$ cat src/rtl/inst_fetch_resp_pkg.sv
// Shared fetch-path constants: enable/stall polarities, bus widths and FSM encodings.
package inst_fetch_resp_pkg;

  localparam logic CHIP_ENABLE  = 1'b1;
  localparam logic CHIP_DISABLE = 1'b0;
  localparam logic STOP         = 1'b1;
  localparam logic NO_STOP      = 1'b0;

  localparam int INST_ADDR_W = 32;
  localparam int INST_BUS_W  = 32;

  typedef enum logic [1:0] {
    ST_IDLE  = 2'd0,
    ST_FETCH = 2'd1,
    ST_DRAIN = 2'd2
  } fetch_state_t;

endpackage

$ cat src/rtl/inst_fetch_resp_if.sv
// Fetch request/response plus byte-wide memory read bus between PC stage and fetch responder.
interface inst_fetch_resp_if
  import inst_fetch_resp_pkg::*;
#(
  parameter int ADDR_W = INST_ADDR_W,
  parameter int INST_W = INST_BUS_W
);
  logic              ce;
  logic [ADDR_W-1:0] pc;
  logic              flush_i;
  logic [INST_W-1:0] inst_o;
  logic              inst_valid_o;
  logic              stallreq_o;
  logic              mem_req_o;
  logic [ADDR_W-1:0] mem_addr_o;
  logic [7:0]        mem_rdata_i;
  logic              mem_rvalid_i;

  modport master (
    output ce, pc, flush_i, mem_rdata_i, mem_rvalid_i,
    input  inst_o, inst_valid_o, stallreq_o, mem_req_o, mem_addr_o
  );

  modport slave (
    input  ce, pc, flush_i, mem_rdata_i, mem_rvalid_i,
    output inst_o, inst_valid_o, stallreq_o, mem_req_o, mem_addr_o
  );
endinterface

$ cat src/rtl/inst_fetch_resp.sv
// Instruction fetch responder: assembles a word from four byte reads, stalls the pipe
// while busy, and serves repeated fetches of the last word from a one-entry buffer.
module inst_fetch_resp
  import inst_fetch_resp_pkg::*;
#(
  parameter int ADDR_W = INST_ADDR_W,
  parameter int INST_W = INST_BUS_W
) (
  input  logic               clk,
  input  logic               rst,
  inst_fetch_resp_if.slave   bus
);

  fetch_state_t      state;
  logic              buf_valid;
  logic [ADDR_W-1:2] buf_tag;
  logic [INST_W-1:0] buf_data;
  logic [ADDR_W-1:2] lat_tag;
  logic [1:0]        beat;
  logic [23:0]       asm_q;
  logic              mem_req;
  logic [ADDR_W-1:0] mem_addr;

  logic              hit;
  logic [ADDR_W-1:0] word_addr;

  assign word_addr = bus.pc & {{(ADDR_W-2){1'b1}}, 2'b00};
  assign hit       = (bus.ce == CHIP_ENABLE) && buf_valid && (buf_tag == bus.pc[ADDR_W-1:2]);

  // Outputs are forced quiet during reset so the pipe never sees a stale buffer.
  assign bus.inst_o       = rst ? '0 : buf_data;
  assign bus.inst_valid_o = !rst && hit && (state == ST_IDLE);
  assign bus.stallreq_o   = (!rst && ((state != ST_IDLE) || ((bus.ce == CHIP_ENABLE) && !hit)))
                            ? STOP : NO_STOP;
  assign bus.mem_req_o    = mem_req;
  assign bus.mem_addr_o   = mem_addr;

  always_ff @(posedge clk) begin
    if (rst) begin
      state     <= ST_IDLE;
      buf_valid <= 1'b0;
      buf_tag   <= '0;
      buf_data  <= '0;
      lat_tag   <= '0;
      beat      <= 2'd0;
      asm_q     <= '0;
      mem_req   <= 1'b0;
      mem_addr  <= '0;
    end else begin
      case (state)
        ST_IDLE: begin
          if ((bus.ce == CHIP_ENABLE) && !hit && !bus.flush_i) begin
            lat_tag  <= word_addr[ADDR_W-1:2];
            mem_req  <= 1'b1;
            mem_addr <= word_addr;
            beat     <= 2'd0;
            state    <= ST_FETCH;
          end
        end

        ST_FETCH: begin
          if (bus.flush_i) begin
            // A read still in flight must be retired in DRAIN before the bus goes idle.
            if (bus.mem_rvalid_i) begin
              mem_req <= 1'b0;
              state   <= ST_IDLE;
            end else begin
              state   <= ST_DRAIN;
            end
          end else if (bus.mem_rvalid_i) begin
            if (beat == 2'd3) begin
              buf_data  <= {bus.mem_rdata_i, asm_q};
              buf_tag   <= lat_tag;
              buf_valid <= 1'b1;
              mem_req   <= 1'b0;
              state     <= ST_IDLE;
            end else begin
              case (beat)
                2'd0:    asm_q[7:0]   <= bus.mem_rdata_i;
                2'd1:    asm_q[15:8]  <= bus.mem_rdata_i;
                default: asm_q[23:16] <= bus.mem_rdata_i;
              endcase
              beat     <= beat + 2'd1;
              mem_addr <= mem_addr + 1'b1;
            end
          end
        end

        ST_DRAIN: begin
          if (bus.mem_rvalid_i) begin
            mem_req <= 1'b0;
            state   <= ST_IDLE;
          end
        end

        default: begin
          mem_req <= 1'b0;
          state   <= ST_IDLE;
        end
      endcase
    end
  end

endmodule

$ cat src/flat_wrapper.sv
// flat-port wrapper written by rule: the top's interface ports become plain ports
module inst_fetch_resp_flat import inst_fetch_resp_pkg::*;
#(
  parameter int ADDR_W = INST_ADDR_W,
  parameter int INST_W = INST_BUS_W
)
  (clk, rst, bus_ce, bus_pc, bus_flush_i, bus_mem_rdata_i, bus_mem_rvalid_i, bus_inst_o, bus_inst_valid_o, bus_stallreq_o, bus_mem_req_o, bus_mem_addr_o);
  inst_fetch_resp_if #(.ADDR_W(ADDR_W), .INST_W(INST_W)) bus_i ();
  input  logic clk;
  input  logic rst;
  input wire logic [$bits(bus_i.ce)-1:0] bus_ce;
  input wire logic [$bits(bus_i.pc)-1:0] bus_pc;
  input wire logic [$bits(bus_i.flush_i)-1:0] bus_flush_i;
  input wire logic [$bits(bus_i.mem_rdata_i)-1:0] bus_mem_rdata_i;
  input wire logic [$bits(bus_i.mem_rvalid_i)-1:0] bus_mem_rvalid_i;
  output wire logic [$bits(bus_i.inst_o)-1:0] bus_inst_o;
  output wire logic [$bits(bus_i.inst_valid_o)-1:0] bus_inst_valid_o;
  output wire logic [$bits(bus_i.stallreq_o)-1:0] bus_stallreq_o;
  output wire logic [$bits(bus_i.mem_req_o)-1:0] bus_mem_req_o;
  output wire logic [$bits(bus_i.mem_addr_o)-1:0] bus_mem_addr_o;
  assign bus_i.ce = bus_ce;
  assign bus_i.pc = bus_pc;
  assign bus_i.flush_i = bus_flush_i;
  assign bus_i.mem_rdata_i = bus_mem_rdata_i;
  assign bus_i.mem_rvalid_i = bus_mem_rvalid_i;
  assign bus_inst_o = bus_i.inst_o;
  assign bus_inst_valid_o = bus_i.inst_valid_o;
  assign bus_stallreq_o = bus_i.stallreq_o;
  assign bus_mem_req_o = bus_i.mem_req_o;
  assign bus_mem_addr_o = bus_i.mem_addr_o;
  inst_fetch_resp #(.ADDR_W(ADDR_W), .INST_W(INST_W)) u_core (.clk(clk), .rst(rst), .bus(bus_i));
endmodule
$ cat config.mk
export PLATFORM = sky130hd
export DESIGN_NAME = inst_fetch_resp_flat
export DESIGN_NICKNAME = d
export VERILOG_FILES = /design/src/rtl/inst_fetch_resp_pkg.sv /design/src/rtl/inst_fetch_resp_if.sv /design/src/rtl/inst_fetch_resp.sv /design/src/flat_wrapper.sv
export SDC_FILE = /design/constraint.sdc
export NUM_CORES = 1
export LEC_CHECK = 0
export CAP_MARGIN = 0
export CORE_ASPECT_RATIO = 0.9
export CORE_UTILIZATION = 45
export DETAILED_ROUTE_END_ITERATION = 16
export GPL_ROUTABILITY_DRIVEN = 0
export PLACE_DENSITY = 0.69
export SETUP_SLACK_MARGIN = 0.1
export SYNTH_ARGS = -nofsm -noshare
export SYNTH_HDL_FRONTEND = slang
export SYNTH_SLANG_ARGS = --single-unit
$ cat constraint.sdc
create_clock -name clk -period 3.8 [get_ports clk]
set_input_delay 0.76 -clock clk [delete_from_list [all_inputs] [get_ports clk]]
set_output_delay 0.76 -clock clk [all_outputs]
set_load 0.005 [all_outputs]
---- After elaboration in Yosys (flattened, before gate mapping) ----
Index checks and enable logic that the tools add are counted.
storage, ports and cells
  register bits after elaboration ......... 154
  bits of input ports ..................... 45
  output and inout port bits .............. 67
cells by class
  add/subtract/negate cells ............... 2
  eq/ne operators ......................... 12
  mux-type cells .......................... 25
  bitwise logic cells ..................... 3
  reduce and logical (&&, ||, !) cells .... 24
operators with widths
  operator                                                count
  2-to-1 mux 32 bit                                       5
  case mux 32 bit (2 select lines)                        1
  adder 32 x 1 -> 32 bit (second input constant)          1
  == test 30 bit                                          1
  2-to-1 mux 2 bit                                        10
  AND reduction 5 bit                                     4
  inequality test 2 bit (second input constant)           5
  AND reduction 4 bit                                     2
  logical AND 1 bit                                       7
  2-to-1 mux 1 bit                                        6
  case mux 2 bit (3 select lines)                         1
  == test 2 x 1 -> 1 bit (second input constant)          2
  == test 2 bit (second input constant)                   2
  zero test 2 bit                                         2
  case mux 2 bit (2 select lines)                         1
  nonzero test 2 bit                                      2
  zero test 1 bit                                         3
  inequality test 3 x 2 -> 1 bit (second input constant)  1
  inequality test 3 bit (second input constant)           1
  NOT 1 bit                                               3
  case mux 1 bit (3 select lines)                         1
  AND reduction 3 bit                                     1
  adder 2 x 1 -> 2 bit (second input constant)            1
  AND reduction 2 bit                                     1
  other kinds (2)                                         2

---- Longest topological paths before layout ----
  depth after elaboration ................. 7
  mapped depth ............................ 8
  depth with buffers taken out ............ 7

---- Least setup slack after synthesis ----
Ideal clock, no wire load.
  path type ............................... input to output
  start ................................... in bus_pc[22]
  end ..................................... out bus_inst_valid_o
  data arrival time ....................... 2.136 ns
  required time ........................... 3.040 ns
  slack ................................... 0.904 ns
  cell stages on the path ................. 5
  path buffers ............................ 0
  cells stage by stage .................... xor2_1 -> or4_4 -> nor4_4 -> nand2_1 -> nor4_1
on the way
  longest elaborated chain between the ends .. 4
RTL lines
  item                             RTL line               source
  from (decl)                      flat_wrapper.sv:12     input wire logic [$bits(bus_i.pc)-1:0] bus_pc;
  == test 30 bit                   inst_fetch_resp.sv:28  assign hit = (bus.ce == CHIP_ENABLE) && buf_valid && (buf_tag == bus.pc[ADDR_W-1:2]);
  logical AND 1 bit                inst_fetch_resp.sv:28
  logical AND 1 bit (2 in series)  inst_fetch_resp.sv:32  assign bus.inst_valid_o = !rst && hit && (state == ST_IDLE);
  to (decl)                        flat_wrapper.sv:17     output wire logic [$bits(bus_i.inst_valid_o)-1:0] bus_inst_valid_o;
Every way passes these cells.

---- Worst setup path in the final report ----
  start ................................... in bus_pc[22]
  end ..................................... out bus_stallreq_o
on the way
  longest elaborated chain between the ends .. 7
RTL lines
  item               RTL line               source
  == test 30 bit     inst_fetch_resp.sv:28
  logical AND 1 bit  inst_fetch_resp.sv:28
  zero test 1 bit    inst_fetch_resp.sv:33  assign bus.stallreq_o = (!rst && ((state != ST_IDLE) || ((bus.ce == CHIP_ENABLE) && !hit)))
  logical AND 1 bit  inst_fetch_resp.sv:33
  logical OR 1 bit   inst_fetch_resp.sv:33
  logical AND 1 bit  inst_fetch_resp.sv:33
  2-to-1 mux 1 bit   inst_fetch_resp.sv:34  ? STOP : NO_STOP;
  to (decl)          flat_wrapper.sv:18     output wire logic [$bits(bus_i.stallreq_o)-1:0] bus_stallreq_o;
Every way passes these cells.

==> metrics.txt <==
Die Y=121 µm; CTS clock-pin slew for the worst setup and hold paths=0.06 ns; wire length of the first global-routing pass=31.7 mm; number of DRC markers after the initial detailed-route iteration=569; LEAKAGE=3.03 nW; combined area of all synthesized cells=0.00706 mm²; per-cell via count in the routed design=5.48; CP delay by family, top=simple AND/OR/NAND/NOR gates; net count reported at finish=1,057; number of enable flip-flop cells after synthesis=0; chain of cells forming the critical path=dlygate4sd2_1 > xor2_1 > or4_4 > nor4_4 > buf_4 > nand2_1 > nand2_1 > a21oi_1 > dlygate4sd2_1; maximum number of pins on one net before global-route repair=84; critical path endpoint category=output port; remaining design rule violation count=0; aggregate global-route resource usage=25.1%; warnings from Yosys=0; FF-to-FF Start=u_core.buf_tag[22]; number of max-slew violations in the final report=0; Clock Skew=0.00573 ns; slew margin rel.=50.1%; end point of the worst hold path=u_core.buf_data[3]; per-instance average area after synthesis=7.80 µm²; count of buffering cells on the critical path with inverters included=3; number of endpoints failing setup at the final stage=0; total core area=0.0154 mm²; worst-case setup slack after placement=-0.294 ns; total number of vias=6,702; minimum period implied by the final worst setup slack=3.54 ns; highest achievable clock rate=283 MHz; total clock buffers created by CTS=17; synthesized netlist net count=954; number of global-route vias before repair=6,093; number of maximum-capacitance violations=0; overall power consumption=3.81 mW; worst hold path startpoint=u_core.buf_data[3]; commonest non-fill, non-tap cell in the layout=sky130_fd_sc_hd__nand2_1; peak ir drop on the vdd network=320 µV; power density over the cells=420 mW/mm²; worst-margin pin slew=0.746 ns; Cell Area, Placed=0.00846 mm²; antenna-violating nets left=0; required time worst endpoint=3.04 ns; final-report hold violation count=0; instance count along the most critical hold path=2; Root Buffer=sky130_fd_sc_hd__clkbuf_16; worst slack on hold paths=0.448 ns; kind of launch point of the worst setup path=primary input; library cell contributing the largest single delay on the critical path=sky130_fd_sc_hd__or4_4; count of H-tree levels built during CTS=4; die outline width=134 µm; post-detail-place hpwl=13.3 mm; largest driver fanout on the critical path=4; setup ws final=0.262 ns; R2R depth=8; synthesized flop and latch total=154; slowest cell delay on critical path=0.56 ns; TritonRoute pass-1 iters=5; initial antenna violation count=0; sequential element share of the synthesized area=43.7%; r2r setup slk=1.21 ns; most frequent cells in the layout=sky130_fd_sc_hd__nand2_1 (244), sky130_fd_sc_hd__dfxtp_1 (154), sky130_fd_sc_hd__a21oi_1 (144); reg-to-reg critical path endpoint=u_core.bus.mem_addr_o[30]; CTS tree=yes; async set-reset flop share out of synthesis=0%; initial standard-cell utilization of the core=45.9%; status=completed; RSZ-0062 raised after global routing=no; IO buf count=109; synthesized instance count=905; kind of critical path=in -> out; Area Growth Syn to Fin=28.4%; number of sinks driven by the clock tree=154; Site Rows=43; ratio of cells with drive above 1 in the final layout=9.61%; data arrival time of the critical path=2.78 ns; diode count=0; average wire per standard cell=16.3 µm; number of distinct library cells after synthesis=60; final standard cell area without fillers=0.00907 mm²; clock latency of the later-clocked register in the worst-skew pair=0.42 ns; Clock Path Buffers=2; I/O pin count=112; total detailed-routing wirelength=19.9 mm; area of the die=0.0162 mm²; worst min path class=reg -> reg; period utilization=93.1%; leftover overflow at the end of global routing=0; main flop type after synthesis=sky130_fd_sc_hd__dfxtp_1
## layout make-up
type,count,area (µm²)
inverters,9,33.8
well taps,202,253
multi-input cells,674,3670
clock buffers,19,453
clock inverters,12,149
flip-flops and latches,154,3080
repair buffers,152,1430
fillers,1477,6320
## kinds of logic (layout without fill, tap and decap cells)
group | after synthesis | count (layout) | share of synthesized area [%]
adders and majority gates | 4 | 4 | 0.709
AOI/OAI and AO/OA | 244 | 244 | 21.2
xor gates and xnor gates | 30 | 30 | 3.72
DFF | 154 | 154 | 43.7
buffers and inverters | 77 | 192 | 4.96
and+or+nand+nor | 396 | 396 | 25.7
## per-stage QoR
| step | util [%] | instances | TNS, ns |
|---|---|---|---|
| global placement | 55.0 | 1190 | -0.469 |
| finish | 58.9 | 1222 | 0 |
| CTS | 58.9 | 1222 | 0 |
| global route | 58.9 | 1222 | 0 |
| detailed placement | 55.0 | 1190 | -0.455 |
| floorplan | - | 905 | 0 |
## worst max path at each step
stage,from,to,slack (ns),depth (start not counted)
6_report,bus_pc[22],bus_stallreq_o,0.26,9
2_1_floorplan,bus_pc[22],bus_inst_valid_o,0.90,5
5_1_grt,bus_pc[28],bus_stallreq_o,0.14,8
3_3_place_gp,bus_pc[22],bus_inst_valid_o,-0.30,8
3_5_place_dp,bus_pc[22],bus_inst_valid_o,-0.29,8
4_1_cts,bus_pc[22],bus_stallreq_o,0.26,9
## power by group
part / internal, mW / switching (mW)
clock: 1.06 / 0.662
sequential: 1.66 / 0.0500
combinational: 0.180 / 0.201
## cell usage after synthesis (6+ instances only)
| master | number | area [µm²] |
|---|---|---|
| sky130_fd_sc_hd__a221oi_1 | 7 | 61.3 |
| sky130_fd_sc_hd__xnor2_1 | 27 | 236 |
| sky130_fd_sc_hd__inv_1 | 9 | 33.8 |
| sky130_fd_sc_hd__o21ai_0 | 13 | 65.1 |
| sky130_fd_sc_hd__nor2b_1 | 35 | 219 |
| sky130_fd_sc_hd__a31oi_1 | 12 | 75.1 |
| sky130_fd_sc_hd__nor4_1 | 6 | 37.5 |
| sky130_fd_sc_hd__o31ai_1 | 20 | 150 |
| sky130_fd_sc_hd__buf_6 | 7 | 78.8 |
| sky130_fd_sc_hd__nand3_1 | 38 | 190 |
| sky130_fd_sc_hd__nor3_1 | 8 | 40.0 |
| sky130_fd_sc_hd__nand4_1 | 12 | 75.1 |
| sky130_fd_sc_hd__nor2_1 | 25 | 93.8 |
| sky130_fd_sc_hd__a21oi_1 | 144 | 721 |
| sky130_fd_sc_hd__a211oi_1 | 9 | 67.6 |
| sky130_fd_sc_hd__clkbuf_1 | 51 | 191 |
| sky130_fd_sc_hd__nand2_1 | 244 | 916 |
| sky130_fd_sc_hd__dfxtp_1 | 154 | 3080 |
## routing by layer
metal / vias to the layer above / global-route usage, % / wire length, µm
met4: 0 / 7.87 / 297
met3: 27 / 5.24 / 1220
met1: 3111 / 35.1 / 9430
li1: 3359 / - / -
met5: - / 0 / 0
met2: 205 / 38.4 / 8980
## what timing repair did
action,CTS,global route
resized for setup,7,0
endpoints found under the setup margin,2,0
buffers inserted,1,0
hold buffers,0,0
## worst register-to-register path, delay by kind of cell, from the launching register on
| family | cells | cell delay [ns] |
|---|---|---|
| AOI/OAI and AO/OA | 2 | 0.60 |
| buffers and inverters | 2 | 0.27 |
| DFF | 1 | 0.32 |
| and+or+nand+nor | 3 | 1.16 |
| xor gates and xnor gates | 1 | 0.14 |
## flip-flops by register name (all words and copies together), names as in the netlist
name                   cells
u_core.bus.mem_addr_o     32
u_core.asm_q              24
u_core.beat                2
u_core.lat_tag            30
u_core.buf_data           32
u_core.state               2
u_core.bus.mem_req_o       1
u_core.buf_valid           1
u_core.buf_tag            30
No activity file was read; power rests on OpenSTA's default activity.
